<file path="config.mk">
export PLATFORM = sky130hd
export DESIGN_NAME = truth_table_sweeper
export DESIGN_NICKNAME = d
export VERILOG_FILES = /design/src/rtl/truth_table_sweeper.sv
export SDC_FILE = /design/constraint.sdc
export NUM_CORES = 1
export LEC_CHECK = 0
export ABC_AREA = 1
export CAP_MARGIN = 10
export CORE_AREA = 2 2 63 65
export CTS_CLUSTER_DIAMETER = 120
export DETAILED_ROUTE_END_ITERATION = 6
export DIE_AREA = 0 0 65 67
export PLACE_DENSITY = 0.83
export SYNTH_ARGS = -nofsm -noshare
export SYNTH_HDL_FRONTEND = slang
export SYNTH_SLANG_ARGS = --single-unit
</file>
<file path="constraint.sdc">
create_clock -name clk -period 3.8 [get_ports clk]
set_input_delay 0.38 -clock clk [delete_from_list [all_inputs] [get_ports clk]]
set_output_delay 0.38 -clock clk [all_outputs]
set_load 0.01 [all_outputs]
</file>
<file path="src/rtl/truth_table_sweeper.sv">
// Sweeps all eight input vectors into a 3-input logic device, majority-votes its
// output per vector and rebuilds the 8-bit function code (bit for index i at [7-i]).
module truth_table_sweeper #(
  parameter int SETTLE_CYCLES = 4,
  parameter int NUM_SAMPLES   = 3
) (
  input  logic       clk,
  input  logic       rst_n,
  input  logic       start,
  input  logic       abort,
  input  logic       dut_out,
  output logic       in1,
  output logic       in2,
  output logic       in3,
  output logic       busy,
  output logic       done,
  output logic       code_valid,
  output logic [7:0] table_code
);

  localparam int HALF = NUM_SAMPLES / 2;

  typedef enum logic [1:0] {
    IDLE   = 2'd0,
    SETTLE = 2'd1,
    SAMPLE = 2'd2
  } state_t;

  state_t      state;
  state_t      state_nxt;
  logic [2:0]  idx;
  logic [7:0]  settle_cnt;
  logic [3:0]  sample_cnt;
  logic [3:0]  ones_p0;
  logic [7:0]  code_sr_p0;

  logic        go;
  logic        cancel;
  logic        settle_last;
  logic        vec_last;
  logic        finish;
  logic        resolved;
  logic [7:0]  code_next;

  function automatic logic majority(input logic [3:0] ones, input logic smp);
    logic [4:0] total;
    total = {1'b0, ones} + {4'b0000, smp};
    return (total > 5'(HALF));
  endfunction

  assign settle_last = (settle_cnt == 8'(SETTLE_CYCLES - 1));
  assign resolved    = majority(ones_p0, dut_out);
  assign code_next   = {code_sr_p0[6:0], resolved};

  // State register
  always_ff @(posedge clk or negedge rst_n) begin
    if (!rst_n) begin
      state <= IDLE;
    end else begin
      state <= state_nxt;
    end
  end

  // Next-state logic
  always_comb begin
    state_nxt = state;
    case (state)
      IDLE: begin
        if (start && !abort) state_nxt = SETTLE;
      end
      SETTLE: begin
        if (abort)            state_nxt = IDLE;
        else if (settle_last) state_nxt = SAMPLE;
      end
      SAMPLE: begin
        if (abort)         state_nxt = IDLE;
        else if (vec_last) state_nxt = (idx == 3'd7) ? IDLE : SETTLE;
      end
      default: state_nxt = IDLE;
    endcase
  end

  // Control strobes
  always_comb begin
    go       = 1'b0;
    cancel   = 1'b0;
    vec_last = 1'b0;
    finish   = 1'b0;
    case (state)
      IDLE:    go = start && !abort;
      SETTLE:  cancel = abort;
      SAMPLE: begin
        cancel   = abort;
        vec_last = !abort && (sample_cnt == 4'(NUM_SAMPLES - 1));
        finish   = !abort && (sample_cnt == 4'(NUM_SAMPLES - 1)) && (idx == 3'd7);
      end
      default: begin
        go = 1'b0;
      end
    endcase
  end

  // Registered datapath and outputs; ADVANCE is folded into the last sample edge
  always_ff @(posedge clk or negedge rst_n) begin
    if (!rst_n) begin
      idx        <= 3'd0;
      settle_cnt <= 8'd0;
      sample_cnt <= 4'd0;
      ones_p0    <= 4'd0;
      code_sr_p0 <= 8'd0;
      busy       <= 1'b0;
      done       <= 1'b0;
      code_valid <= 1'b0;
      table_code <= 8'h00;
    end else begin
      done <= finish;
      if (go) begin
        idx        <= 3'd0;
        settle_cnt <= 8'd0;
        sample_cnt <= 4'd0;
        ones_p0    <= 4'd0;
        code_sr_p0 <= 8'd0;
        busy       <= 1'b1;
        code_valid <= 1'b0;
      end else if (cancel) begin
        idx        <= 3'd0;
        settle_cnt <= 8'd0;
        sample_cnt <= 4'd0;
        ones_p0    <= 4'd0;
        busy       <= 1'b0;
      end else if (state == SETTLE) begin
        settle_cnt <= settle_cnt + 8'd1;
      end else if (state == SAMPLE) begin
        if (vec_last) begin
          code_sr_p0 <= code_next;
          settle_cnt <= 8'd0;
          sample_cnt <= 4'd0;
          ones_p0    <= 4'd0;
          if (finish) begin
            idx        <= 3'd0;
            table_code <= code_next;
            code_valid <= 1'b1;
            busy       <= 1'b0;
          end else begin
            idx <= idx + 3'd1;
          end
        end else begin
          sample_cnt <= sample_cnt + 4'd1;
          ones_p0    <= ones_p0 + {3'b000, dut_out};
        end
      end
    end
  end

  assign in1 = idx[2];
  assign in2 = idx[1];
  assign in3 = idx[0];

endmodule
</file>
==> parameters.txt <==
Parameter                              Value

Pwr
  Power density normalized to cell area    607 mW/mm^2
  Worst IR drop on VDD    498 uV
  Final Power    1.51 mW
  Leakage power of the design    1.32 nW

Yosys
  Cell type with the largest total area after synthesis    sky130_fd_sc_hd__dfrtp_1
  Fraction of registers with async set/reset    100%
  Sequential area share after synthesis    45.5%
  Main synth FF type    sky130_fd_sc_hd__dfrtp_1
  Area fraction in and, or, nand and nor cells after synthesis    31.6%
  Most instantiated library cell after synthesis    sky130_fd_sc_hd__nand2_1
  Synthesized instance count    263
  Share of the synthesized area in the top cell type    45.5%
  Yosys cell types    24
  Combinational family with the most area after synthesis    simple AND/OR/NAND/NOR gates
  Post-synthesis instance area    0.00215 sq mm
  Avg Synthesized Cell Area    8.16 sq um
  Share of the synthesized area in compound gates (AO/OA/AOI/OAI)    8.04%
  Post-synthesis net count    280
  Post-Synth XOR/XNOR Area    0.816%
  Most used standard cells in the synthesized netlist    sky130_fd_sc_hd__nand2_1, sky130_fd_sc_hd__dfrtp_1, sky130_fd_sc_hd__nand3_1, sky130_fd_sc_hd__inv_1, sky130_fd_sc_hd__nor2_1
  Count of state elements after synthesis    39
  Post-Synth Adder-Cell Area    6.99%
  Count of warnings emitted by yosys    0
  Cell types occupying the most area after synthesis    sky130_fd_sc_hd__dfrtp_1, sky130_fd_sc_hd__nand2_1, sky130_fd_sc_hd__ha_1, sky130_fd_sc_hd__nand3_1, sky130_fd_sc_hd__inv_1
  EDFF count, synth    0
  Multiplexer area fraction after synthesis    0.932%

Setup path
  Worst setup path category    reg -> reg
  Critical Path End Type    flop
  Max FO, Critical Path    9
  Data required time at the worst endpoint    3.98 ns
  Worst setup SP type    flop
  Arrival time of the worst setup path    2.14 ns

Global routing
  Number of global-route vias before repair    1,586
  GRT Residual Overflow    0
  Global-route wire length before repair    7140 microns
  Initial antenna violation count    0
  Total track usage    22.0%
  Pin count of the biggest net entering global routing    40

CTS
  Root buffer selected by CTS    sky130_fd_sc_hd__clkbuf_8
  Number of buffers added for setup after CTS    0
  Max Buffers Root-to-Sink    2
  Clock latency on the worst-skew pair    0.30 ns
  Number of H-tree levels    2
  Clock Sink Count    39
  Clock slew at reported path FFs    0.08 ns
  Post_cts resized    0
  Clock tree from TritonCTS    yes
  Number of buffers added to fix hold violations after cts    0
  CTS Buf Count    5

STA
  Setup TNS    0 ns
  Number of failing hold endpoints at the final stage    0
  Transition time of the tightest slew-check pin    0.837 ns
  Worst slew margin relative to its limit    44.2%
  Total of endpoints with negative setup slack in the final report    0
  Minimum period implied by the final worst setup slack    1.96 ns
  Final critical-path share of the clock period    51.5%
  Post-Route Hold Slack    0.179 ns
  Post-route clock skew    0.00695 ns
  Unrepaired setup endpoints after global routing    false
  Slew Viols, Final    0
  Upper clock frequency limit    0.511 GHz
  Worst-case setup margin in the final layout    1.84 ns

Route
  Mean routed wirelength per cell    12.2 microns
  Post-detailed-routing wire length    4090 microns
  DRC marker count from the first detailed-route iteration    108
  Remaining number of nets flagged by the antenna check after routing    0
  1st-pass router iterations    6
  Drt drc    0
  Mean number of vias per cell    5.13
  DR vias    1,722

Floorplan
  # IOs    19
  Starting Density    59.5%
  DIE HEIGHT    67 microns
  Die Outline Area    0.00436 sq mm
  Area of the placeable core    0.00361 sq mm
  Die X-Extent    65 microns
  Standard-cell rows    22

Cells and area
  Post-route cell area    0.00248 sq mm
  Share of post-route cells with drive strength above 1    10.4%
  Number of inserted diodes    0
  Area growth from synthesis to layout    15.7%
  Final non-filler cell total    336
  Final Util    68.9%
  Number of nets at the end of the flow    304
  Filler cell count in the final layout    295

Placed design
  Cell area reported after detailed placement    0.00237 sq mm
  Worst slack, placed    1.70 ns
  HPWL Detailed    2990 microns
  Count of input and output buffers    18
  Instance count after placement with tap cells included    328
  Final RePlAce weighted congestion    0.873

Min path
  Kind of path behind the tightest hold check    in -> async

Outcome
  Result of the run    finished, final reports clean

Run
  Max-Cap Viols    0
layout make-up:
type                       instances  area [sq um]  area share, %
multi-input combinational        191          1040           41.9
timing repair buffer              18           175           7.05
tap                               48          60.1           2.42
clock buffer                       5          68.8           2.77
sequential                        39           976           39.3
clock inverter                     3          43.8           1.76
inverter                          32           120           4.84
sequential cells by signal (all words and copies together) (netlist names):
register and cells:
code_sr_p0 7, code_valid 1, settle_cnt 8, state 2, sample_cnt 4, table_code 8, idx 3, ones_p0 4
done 1, busy 1
power by group:
part	switching [mW]	leakage, nW	internal [mW]
registers	0.0710	0.529	0.492
logic	0.385	0.737	0.210
clock network	0.154	0.0581	0.195
cell usage in the layout (no fill, tap or decap), types with 2 or more instances in the layout:
cell type and instances:
sky130_fd_sc_hd__o22ai_1 2, sky130_fd_sc_hd__inv_1 26, sky130_fd_sc_hd__nor3_1 4, sky130_fd_sc_hd__mux2i_1 2, sky130_fd_sc_hd__xor2_1 2, sky130_fd_sc_hd__ha_1 12, sky130_fd_sc_hd__nor2_4 5, sky130_fd_sc_hd__nor2_1 18
sky130_fd_sc_hd__a21oi_1 5, sky130_fd_sc_hd__o21ai_0 14, sky130_fd_sc_hd__clkbuf_8 5, sky130_fd_sc_hd__clkdlybuf4s50_1 17, sky130_fd_sc_hd__nand2_4 3, sky130_fd_sc_hd__nand3_1 27, sky130_fd_sc_hd__nand2_1 88, sky130_fd_sc_hd__inv_2 6
sky130_fd_sc_hd__dfrtp_1 39, sky130_fd_sc_hd__nor2_2 2
routing by layer:
layer	global-route usage, %	routed length [microns]
met5	0	0
met4	8.78	68
met3	6.08	160
met2	35.7	1920
met1	27.8	1940
kinds of logic (layout without fill, tap and decap cells):
family                     count (synthesis)  count (layout)
AOI/OAI and AO/OA                         26              26
xor gates and xnor gates                   2               2
adders and majority gates                 12              12
buffers and inverters                     33              58
DFF                                       39              39
muxes                                      2               2
and+or+nand+nor                          149             149
worst max-delay path: stages (launching register included):
cell and delay, ns:
sky130_fd_sc_hd__dfrtp_1 0.42, sky130_fd_sc_hd__inv_1 0.12, sky130_fd_sc_hd__ha_1 0.37, sky130_fd_sc_hd__inv_1 0.20, sky130_fd_sc_hd__a21oi_4 0.34, sky130_fd_sc_hd__inv_2 0.14, sky130_fd_sc_hd__nand2_1 0.16, sky130_fd_sc_hd__o21ai_0 0.09
path summary, 6_finish.rpt:
kind | from | slack (ns) | depth (start not counted) | endpoint
min reg2reg | ones_p0[0] | 0.49 | 2 | ones_p0[0]
max reg2reg | state[1] | 1.84 | 7 | ones_p0[2]
max in group asynchronous | rst_n | 3.09 | 1 | table_code[5]
min | rst_n | 0.18 | 1 | settle_cnt[4]
min in group clk | ones_p0[0] | 0.49 | 2 | ones_p0[0]
max | state[1] | 1.84 | 7 | ones_p0[2]
No activity file was read; power rests on OpenSTA's default activity.
